## config.mk

```make
export PLATFORM = sky130hd
export DESIGN_NAME = alu_operand_stage
export DESIGN_NICKNAME = d
export VERILOG_FILES = /design/src/rtl/alu_operand_stage.sv
export SDC_FILE = /design/constraint.sdc
export NUM_CORES = 1
export LEC_CHECK = 0
export ABC_CLOCK_PERIOD_IN_PS = 3900
export CAP_MARGIN = 20
export CORE_AREA = 2 2 268 270
export CTS_CLUSTER_SIZE = 30
export DETAILED_ROUTE_END_ITERATION = 10
export DIE_AREA = 0 0 270 272
export PLACE_DENSITY = 0.54
export SYNTH_ARGS = -nofsm -noshare
export SYNTH_HDL_FRONTEND = slang
export SYNTH_SLANG_ARGS = --single-unit
export TNS_END_PERCENT = 5
```

## constraint.sdc

```tcl
create_clock -name clk -period 3.9 [get_ports clk]
set_clock_uncertainty 0.05 [all_clocks]
set_input_delay 0.585 -clock clk [delete_from_list [all_inputs] [get_ports clk]]
set_output_delay 0.585 -clock clk [all_outputs]
set_load 0.02 [all_outputs]
```

## src/rtl/alu_operand_stage.sv

```systemverilog
// ID/EX operand stage: resolves ALU operands and holds them in a single-entry
// valid/ready pipeline register. Optional forwarding: `define OSYRYS64_OPERAND_FWD_EN.
module alu_operand_stage #(
   parameter int XLEN   = 64,
   parameter int RA_W   = 5,
   parameter int CTRL_W = 8
) (
   input  logic              clk,
   input  logic              rst_n,
   input  logic              in_valid,
   output logic              in_ready,
   input  logic [XLEN-1:0]   in_pc,
   input  logic [RA_W-1:0]   in_rs1_addr,
   input  logic [RA_W-1:0]   in_rs2_addr,
   input  logic [XLEN-1:0]   in_rs1_data,
   input  logic [XLEN-1:0]   in_rs2_data,
   input  logic [XLEN-1:0]   in_imm,
   input  logic              in_src1_pc,
   input  logic              in_src2_imm,
   input  logic [CTRL_W-1:0] in_alu_control,
   input  logic [RA_W-1:0]   in_rd_addr,
   input  logic              in_rd_we,
   input  logic              flush,
   input  logic              ex_fwd_valid,
   input  logic [RA_W-1:0]   ex_fwd_rd,
   input  logic [XLEN-1:0]   ex_fwd_data,
   input  logic              wb_fwd_valid,
   input  logic [RA_W-1:0]   wb_fwd_rd,
   input  logic [XLEN-1:0]   wb_fwd_data,
   output logic              out_valid,
   input  logic              out_ready,
   output logic [XLEN-1:0]   src1,
   output logic [XLEN-1:0]   src2,
   output logic [CTRL_W-1:0] alu_control,
   output logic [XLEN-1:0]   out_store_data,
   output logic [RA_W-1:0]   out_rd_addr,
   output logic              out_rd_we,
   output logic [XLEN-1:0]   out_pc
);

   logic              out_valid_reg;
   logic [XLEN-1:0]   src1_reg, src2_reg, store_data_reg, pc_reg;
   logic [CTRL_W-1:0] alu_control_reg;
   logic [RA_W-1:0]   rd_addr_reg;
   logic              rd_we_reg;

   logic [XLEN-1:0]   rs1_val, rs2_val, src1_next, src2_next;
   logic              hazard;
   logic              ex_hit1, ex_hit2, wb_hit1, wb_hit2;
   logic              in_ready_int, accept;

   // x0 is hard-wired zero, so it never matches a producer.
   assign ex_hit1 = ex_fwd_valid && (ex_fwd_rd != '0) && (in_rs1_addr == ex_fwd_rd);
   assign ex_hit2 = ex_fwd_valid && (ex_fwd_rd != '0) && (in_rs2_addr == ex_fwd_rd);
   assign wb_hit1 = wb_fwd_valid && (wb_fwd_rd != '0) && (in_rs1_addr == wb_fwd_rd);
   assign wb_hit2 = wb_fwd_valid && (wb_fwd_rd != '0) && (in_rs2_addr == wb_fwd_rd);

`ifdef OSYRYS64_OPERAND_FWD_EN
   // EX holds the younger result, so it wins over WB.
   always_comb begin
      rs1_val = in_rs1_data;
      rs2_val = in_rs2_data;
      if (ex_hit1)
         rs1_val = ex_fwd_data;
      else if (wb_hit1)
         rs1_val = wb_fwd_data;
      if (ex_hit2)
         rs2_val = ex_fwd_data;
      else if (wb_hit2)
         rs2_val = wb_fwd_data;
   end
   assign hazard = 1'b0;
`else
   logic unused_fwd_data;
   assign unused_fwd_data = ^{ex_fwd_data, wb_fwd_data};
   assign rs1_val = in_rs1_data;
   assign rs2_val = in_rs2_data;
   // No store indication reaches this stage, so rs2 counts as used only as an ALU source.
   assign hazard  = (!in_src1_pc  && (ex_hit1 || wb_hit1)) ||
                    (!in_src2_imm && (ex_hit2 || wb_hit2));
`endif

   assign src1_next    = in_src1_pc  ? in_pc  : rs1_val;
   assign src2_next    = in_src2_imm ? in_imm : rs2_val;
   // A flushed instruction is dropped anyway, so a pending hazard must not block it.
   assign in_ready_int = (!out_valid_reg || out_ready) && (flush || !hazard);
   assign accept       = in_valid && in_ready_int;

   always_ff @(posedge clk or negedge rst_n) begin
      if (!rst_n) begin
         out_valid_reg   <= 1'b0;
         src1_reg        <= '0;
         src2_reg        <= '0;
         store_data_reg  <= '0;
         pc_reg          <= '0;
         alu_control_reg <= '0;
         rd_addr_reg     <= '0;
         rd_we_reg       <= 1'b0;
      end else if (flush) begin
         out_valid_reg <= 1'b0;
      end else if (accept) begin
         out_valid_reg   <= 1'b1;
         src1_reg        <= src1_next;
         src2_reg        <= src2_next;
         store_data_reg  <= rs2_val;
         pc_reg          <= in_pc;
         alu_control_reg <= in_alu_control;
         rd_addr_reg     <= in_rd_addr;
         rd_we_reg       <= in_rd_we;
      end else if (out_ready) begin
         out_valid_reg <= 1'b0;
      end
   end

   assign in_ready       = in_ready_int;
   assign out_valid      = out_valid_reg;
   assign src1           = src1_reg;
   assign src2           = src2_reg;
   assign alu_control    = alu_control_reg;
   assign out_store_data = store_data_reg;
   assign out_rd_addr    = rd_addr_reg;
   assign out_rd_we      = rd_we_reg;
   assign out_pc         = pc_reg;

endmodule
```

==> results of run 1 <==
==> worst paths after layout <==
kind | from | endpoint | slack [ns] | depth (start not counted)
max in group asynchronous | rst_n | src1[56] | 2.85 | 2
setup reg to reg | out_valid | alu_control[4] | 1.83 | 5
hold reg to reg | out_store_data[16] | out_store_data[16] | 0.43 | 1
hold / removal | rst_n | out_store_data[30] | 0.04 | 1
min in group clk | out_store_data[16] | out_store_data[16] | 0.43 | 1
setup / recovery | wb_fwd_rd[4] | in_ready | 0.29 | 7
==> logic make-up (layout without fill, tap and decap cells) <==
group	after synthesis	in the layout	share of synthesized area [%]
flops	271	271	57.3
mux	398	398	37.9
buf+inv	45	654	2.20
compound gates	7	7	0.370
xor+xnor	20	20	1.48
simple gates	13	13	0.730
==> metrics by stage <==
step	std cells	area [um2]	utilization, %
after CTS	2313	20000	28.2
after global routing	2313	20000	28.2
after floorplan	754	11800	-
after global placement	2251	18800	26.5
after detailed placement	2251	18800	26.5
final	2313	20000	28.2
==> area by class of cell <==
type | instances | area, um2 | area share [%]
Inverter | 2 | 7.51 | 0.0376
Timing Repair Buffer | 590 | 6000 | 30.1
Sequential cell | 271 | 6780 | 34.0
Multi-Input combinational cell | 438 | 4790 | 24.0
Tap cell | 950 | 1190 | 5.95
Clock buffer | 55 | 1090 | 5.47
Clock inverter | 7 | 113 | 0.564
==> where the power goes <==
group | internal (mW) | total, mW | switching [mW]
clock | 2.12 | 3.38 | 1.27
sequential | 3.39 | 3.67 | 0.281
combinational | 1.70 | 3.19 | 1.49
total | 7.21 | 10.2 | 3.04
==> per-layer routing <==
layer	global-route usage, %	vias to the layer above	wire [um]
li1	-	3887	-
met1	11.8	4184	15100
met2	18.3	331	20000
met3	3.28	61	2920
met4	3.65	0	1160
met5	0	-	0
==> cells in the final DEF (no fill, tap or decap), types with 8 or more instances in the layout <==
| master | count |
|---|---|
| clkbuf_16 | 37 |
| mux2_1 | 200 |
| mux2_2 | 198 |
| clkdlybuf4s50_1 | 567 |
| dfrtp_1 | 271 |
| clkbuf_8 | 10 |
| xor2_1 | 20 |
| buf_4 | 9 |
| clkbuf_1 | 8 |
| buf_12 | 12 |
==> flow_metrics.env, run 1 <==
export IMPL_cts_tree="built"
export IMPL_grt_overflow=0
export IMPL_relSlewSlack_pct=33.5
export IMPL_drtIter0Drc=237
export IMPL_vias=8463
export IMPL_grt_max_degree=89
export IMPL_p_total_mw=10.2
export IMPL_synthTopCellsByArea="dfrtp_1, mux2_1, mux2_2"
export IMPL_cts_resized=0
export IMPL_hpwlAfterDp_mm=29.1
export IMPL_hold_viol=0
export IMPL_timing_critical_path_from_type="input pin"
export IMPL_cts_sinks=271
export IMPL_cp_top_family="buffers and inverters"
export IMPL_worst_slack_ns=0.291
export IMPL_cpPeakStageDelay_ns=0.59
export IMPL_p_leak_nw=7.84
export IMPL_cts_max_level=2
export IMPL_fp_dieW_um=270
export IMPL_place_ws_ns=0.239
export IMPL_via_per_inst=3.66
export IMPL_worstPathCellList="clkdlybuf4s50_1 > xor2_1 > nor4_1 > a22oi_1 > o22ai_1 > a21oi_1 > clkdlybuf4s50_1"
export IMPL_rsz0062_at_grt="no"
export IMPL_worstPathRequired_ns=3.26
export IMPL_powerDensity_nw_per_um2=513
export IMPL_start_util_pct=16.7
export IMPL_worstPathMaxFanout=3
export IMPL_crit_top_cell="clkdlybuf4s50_1"
export IMPL_syn_num_nets=1181
export IMPL_fin_tns_setup_ns=0
export IMPL_drt_pass1_iterations=4
export IMPL_port_buffers=570
export IMPL_drc=0
export IMPL_clk_latency_ns=0.52
export IMPL_max_freq_ghz=0.277
export IMPL_syn_inst=754
export IMPL_core_um2=70800
export IMPL_critPathBufInv=2
export IMPL_drv_slew=0
export IMPL_yosysWarnings=0
export IMPL_fin_crit_sh_pct=92.5
export IMPL_worstMarginPinSlew_ns=0.998
export IMPL_die_area_um2=73400
export IMPL_synth_top_area_share_pct=57.3
export IMPL_hold_buffers=0
export IMPL_post_cts_buffers=0
export IMPL_whs_ns=0.0368
export IMPL_status="complete, no violations"
export IMPL_synth_async_reset_ratio_pct=100
export IMPL_hold_class="input pin to async pin"
export IMPL_cap_viol_max_count=0
export IMPL_clk_path_buf_depth=3
export IMPL_cpMaxStageDelayCell="clkdlybuf4s50_1"
export IMPL_worst_setup_path_type="input pin to output pin"
export IMPL_cts_root_buffer="clkbuf_16"
export IMPL_grt_pass1_vias=9372
export IMPL_cts_buffers=36
export IMPL_nets=1766
export IMPL_synthesis_area_um2=11800
export IMPL_drive_gt1_share_pct=20.2
export IMPL_ir_drop_uv=320
export IMPL_diodes=0
export IMPL_num_io_pins=699
export IMPL_routabilityCongestion=0.890
export IMPL_antenna_found_initial=0
export IMPL_seq_area_frac_synth_pct=57.3
export IMPL_yosysUniqueCellTypes=18
export IMPL_syn_area_per_cell_um2=15.7
export IMPL_placementRows=98
export IMPL_grt_first_pass_wirelength_mm=59.5
export IMPL_end_kind="output pin"
export IMPL_grtUsageTotal_pct=10.4
export IMPL_areaGrowthSynthToFinish_pct=68.9
export IMPL_layout_min_cycle_time_ns=3.61
export IMPL_yosysMostFrequentCell="dfrtp_1"
export IMPL_yosys_area_top_type="dfrtp_1"
export IMPL_ys_flop_type="dfrtp_1"
export IMPL_setup_viol=0
export IMPL_routed_wl_mm=39.2
export IMPL_arrival_ns=2.97
export IMPL_die_h_um=272
export IMPL_drtAntennaViolNets=0
export IMPL_synth_common_cells="dfrtp_1, mux2_1, mux2_2"
export IMPL_synth_edff_count=0
export IMPL_ys_ff_latch=271
export IMPL_path_clk_slew_ns=0.05
export IMPL_routedWlPerCell_um=16.9
export IMPL_nFillCells=7268
Note: power is estimated with default switching activity, not from simulation.
==> run 2: changes to the inputs <==
--- a/config.mk
+++ b/config.mk
@@ -12,6 +12,7 @@
 export DETAILED_ROUTE_END_ITERATION = 10
 export DIE_AREA = 0 0 270 272
 export PLACE_DENSITY = 0.54
+export SKIP_LAST_GASP = 1
 export SYNTH_ARGS = -nofsm -noshare
 export SYNTH_HDL_FRONTEND = slang
 export SYNTH_SLANG_ARGS = --single-unit
==> results of run 2 <==
The final DEF is identical to that of run 1; final timing and power are the same.
==> run 3: changes to the inputs <==
--- a/config.mk
+++ b/config.mk
@@ -5,12 +5,12 @@
 export SDC_FILE = /design/constraint.sdc
 export NUM_CORES = 1
 export LEC_CHECK = 0
-export ABC_CLOCK_PERIOD_IN_PS = 3900
+export ABC_CLOCK_PERIOD_IN_PS = 3800
 export CAP_MARGIN = 20
-export CORE_AREA = 2 2 268 270
+export CORE_AREA = 2 2 270 272
 export CTS_CLUSTER_SIZE = 30
 export DETAILED_ROUTE_END_ITERATION = 10
-export DIE_AREA = 0 0 270 272
+export DIE_AREA = 0 0 272 274
 export PLACE_DENSITY = 0.54
 export SKIP_LAST_GASP = 1
 export SYNTH_ARGS = -nofsm -noshare
==> constraint.sdc (replaced) <==
create_clock -name clk -period 3.8 [get_ports clk]
set_clock_uncertainty 0.05 [all_clocks]
set_input_delay 0.57 -clock clk [delete_from_list [all_inputs] [get_ports clk]]
set_output_delay 0.57 -clock clk [all_outputs]
set_load 0.02 [all_outputs]
==> run 3 against run 2 <==
  * Sequential power grew 3%
  * Routed wire length grew 2.3%
  * Flip-flop and latch count unchanged
  * Clock power rose by 3%
  * Design area rose by 0.19%
  * Largest cell class unchanged
  * Global-route usage about the same
  * Highest routed layer unchanged
  * First-iteration DRC count fell by 22%
  * Power up 2.7%
  * Non-clock buffer count grew 12
  * Clock-buffer cell count is 7 lower
==> flow_metrics.env, run 3 (synthesis gave the netlist of run 1 again) <==
export IMPL_drc=0
export IMPL_grt_max_degree=97
export IMPL_diodes=0
export IMPL_cts_tree="built"
export IMPL_routabilityCongestion=0.874
export IMPL_cts_buffers=34
export IMPL_status="complete, no violations"
export IMPL_setup_viol=0
export IMPL_routed_wl_mm=40.1
export IMPL_cts_root_buffer="clkbuf_16"
export IMPL_rrSetupSlack_ns=1.77
export IMPL_seqPwrFrac_pct=35.8
export IMPL_via_per_inst=3.66
export IMPL_drt_pass1_iterations=4
export IMPL_p_int_mw=7.41
export IMPL_die_area_um2=74500
export IMPL_whs_ns=0.0646
export IMPL_clk_latency_ns=0.53
export IMPL_arrival_ns=2.84
export IMPL_num_io_pins=699
export IMPL_layout_min_cycle_time_ns=3.46
export IMPL_placementRows=99
export IMPL_grt_overflow=0
export IMPL_met3_usage_pct=3.11
export IMPL_start_util_pct=16.4
export IMPL_p_sw_mw=3.11
export IMPL_fp_dieW_um=272
export IMPL_ir_drop_uv=350
export IMPL_worstMarginPinSlew_ns=1.03
export IMPL_routedWlPerCell_um=17.2
export IMPL_cts_sinks=271
export IMPL_die_h_um=274
export IMPL_cts_resized=0
export IMPL_clk_path_buf_depth=3
export IMPL_core_um2=72000
export IMPL_hpwlAfterDp_mm=30.3
export IMPL_use_met1_pct=12.0
export IMPL_hold_buffers=0
export IMPL_rsz0062_at_grt="no"
export IMPL_cts_max_level=2
export IMPL_grtUsageTotal_pct=10.4
export IMPL_max_freq_ghz=0.289
export IMPL_areaGrowthSynthToFinish_pct=69.2
export IMPL_reg2reg_to="out_pc[8]"
export IMPL_final_cell_mix="clkdlybuf4s50_1, dfrtp_1, mux2_1, mux2_2, clkbuf_16"
export IMPL_drive_gt1_share_pct=20.8
export IMPL_end_kind="output pin"
export IMPL_rr_startpoint="out_valid"
export IMPL_drtIter0Drc=185
export IMPL_relSlewSlack_pct=31.2
export IMPL_netSwitchingFraction_pct=29.6
export IMPL_p_leak_nw=7.88
export IMPL_power_frac_comb_pct=31.3
export IMPL_worstPathRequired_ns=3.18
export IMPL_worstPathMaxFanout=3
export IMPL_layout_commonest_cell="clkdlybuf4s50_1"
export IMPL_nFillCells=7380
export IMPL_vias=8542
export IMPL_hold_class="input pin to async pin"
export IMPL_cap_viol_max_count=0
export IMPL_drtAntennaViolNets=0
export IMPL_grt_busiest_layer="met2"
export IMPL_nets=1776
export IMPL_power_frac_clock_pct=33.0
export IMPL_reg2regPathDepth=5
export IMPL_met2_usage_pct=18.1
export IMPL_grt_first_pass_wirelength_mm=59.7
export IMPL_path_clk_slew_ns=0.06
export IMPL_hold_viol=0
export IMPL_fin_tns_setup_ns=0
export IMPL_powerDensity_nw_per_um2=526
export IMPL_drv_slew=0
export IMPL_grt_pass1_vias=9389
export IMPL_timing_critical_path_from_type="input pin"
export IMPL_antenna_found_initial=0
export IMPL_fin_crit_sh_pct=91.1
export IMPL_worst_setup_path_type="input pin to output pin"
export IMPL_port_buffers=570
export IMPL_post_cts_buffers=0
-- run 3: worst max-delay path by stage --
stage | slack [ns] | from | end
after floorplan | 1.31 | wb_fwd_rd[1] | out_pc[21]
after global placement | 0.23 | ex_fwd_rd[1] | out_pc[8]
after detailed placement | 0.23 | ex_fwd_rd[1] | out_pc[1]
after CTS | 0.31 | ex_fwd_rd[1] | in_ready
after global routing | 0.20 | ex_fwd_rd[0] | in_ready
final | 0.34 | ex_fwd_rd[1] | in_ready
-- run 3: worst max-delay path: stages --
cell	delay (ns)
clkdlybuf4s50_1	0.49
or4_1	0.56
o21ai_1	0.16
o22ai_1	0.18
a21oi_1	0.21
clkdlybuf4s50_1	0.67
-- run 3: per-stage QoR --
step / power [mW] / instances / utilization [%] / area (um2) / worst slack, ns
floorplan: 5.21 / 754 / - / 11800 / 1.31
global placement: 7.11 / 2272 / 26.2 / 18800 / 0.227
detailed placement: 7.15 / 2272 / 26.2 / 18800 / 0.226
CTS: 10.7 / 2331 / 27.8 / 20000 / 0.306
global route: 11.1 / 2331 / 27.8 / 20000 / 0.204
finish: 10.5 / 2331 / 27.8 / 20000 / 0.338
-- run 3: layout make-up --
| type | instances | area, um2 | share of cell area (%) |
|---|---|---|---|
| clock inverters | 11 | 183 | 0.913 |
| repair buffers | 602 | 6050 | 30.2 |
| well taps | 959 | 1200 | 6.00 |
| flip-flops and latches | 271 | 6780 | 33.9 |
| inverters | 2 | 7.51 | 0.0375 |
| multi-input cells | 438 | 4790 | 23.9 |
| clock buffers | 48 | 1010 | 5.03 |
-- run 3: per-layer routing --
metal | up-vias | routed length (um)
li1 | 3907 | -
met1 | 4242 | 15500
met2 | 319 | 20200
met3 | 74 | 2930
met4 | 0 | 1390
met5 | - | 0
-- run 3: power by group through the flow --
stage | clock network (mW) | registers, mW | logic (mW)
after global routing | 3.74 | 3.84 | 3.47
after floorplan | 0 | 4.53 | 0.681
after global placement | 0 | 3.79 | 3.32
after CTS | 3.62 | 3.77 | 3.35
after detailed placement | 0 | 3.82 | 3.34
final | 3.47 | 3.77 | 3.29
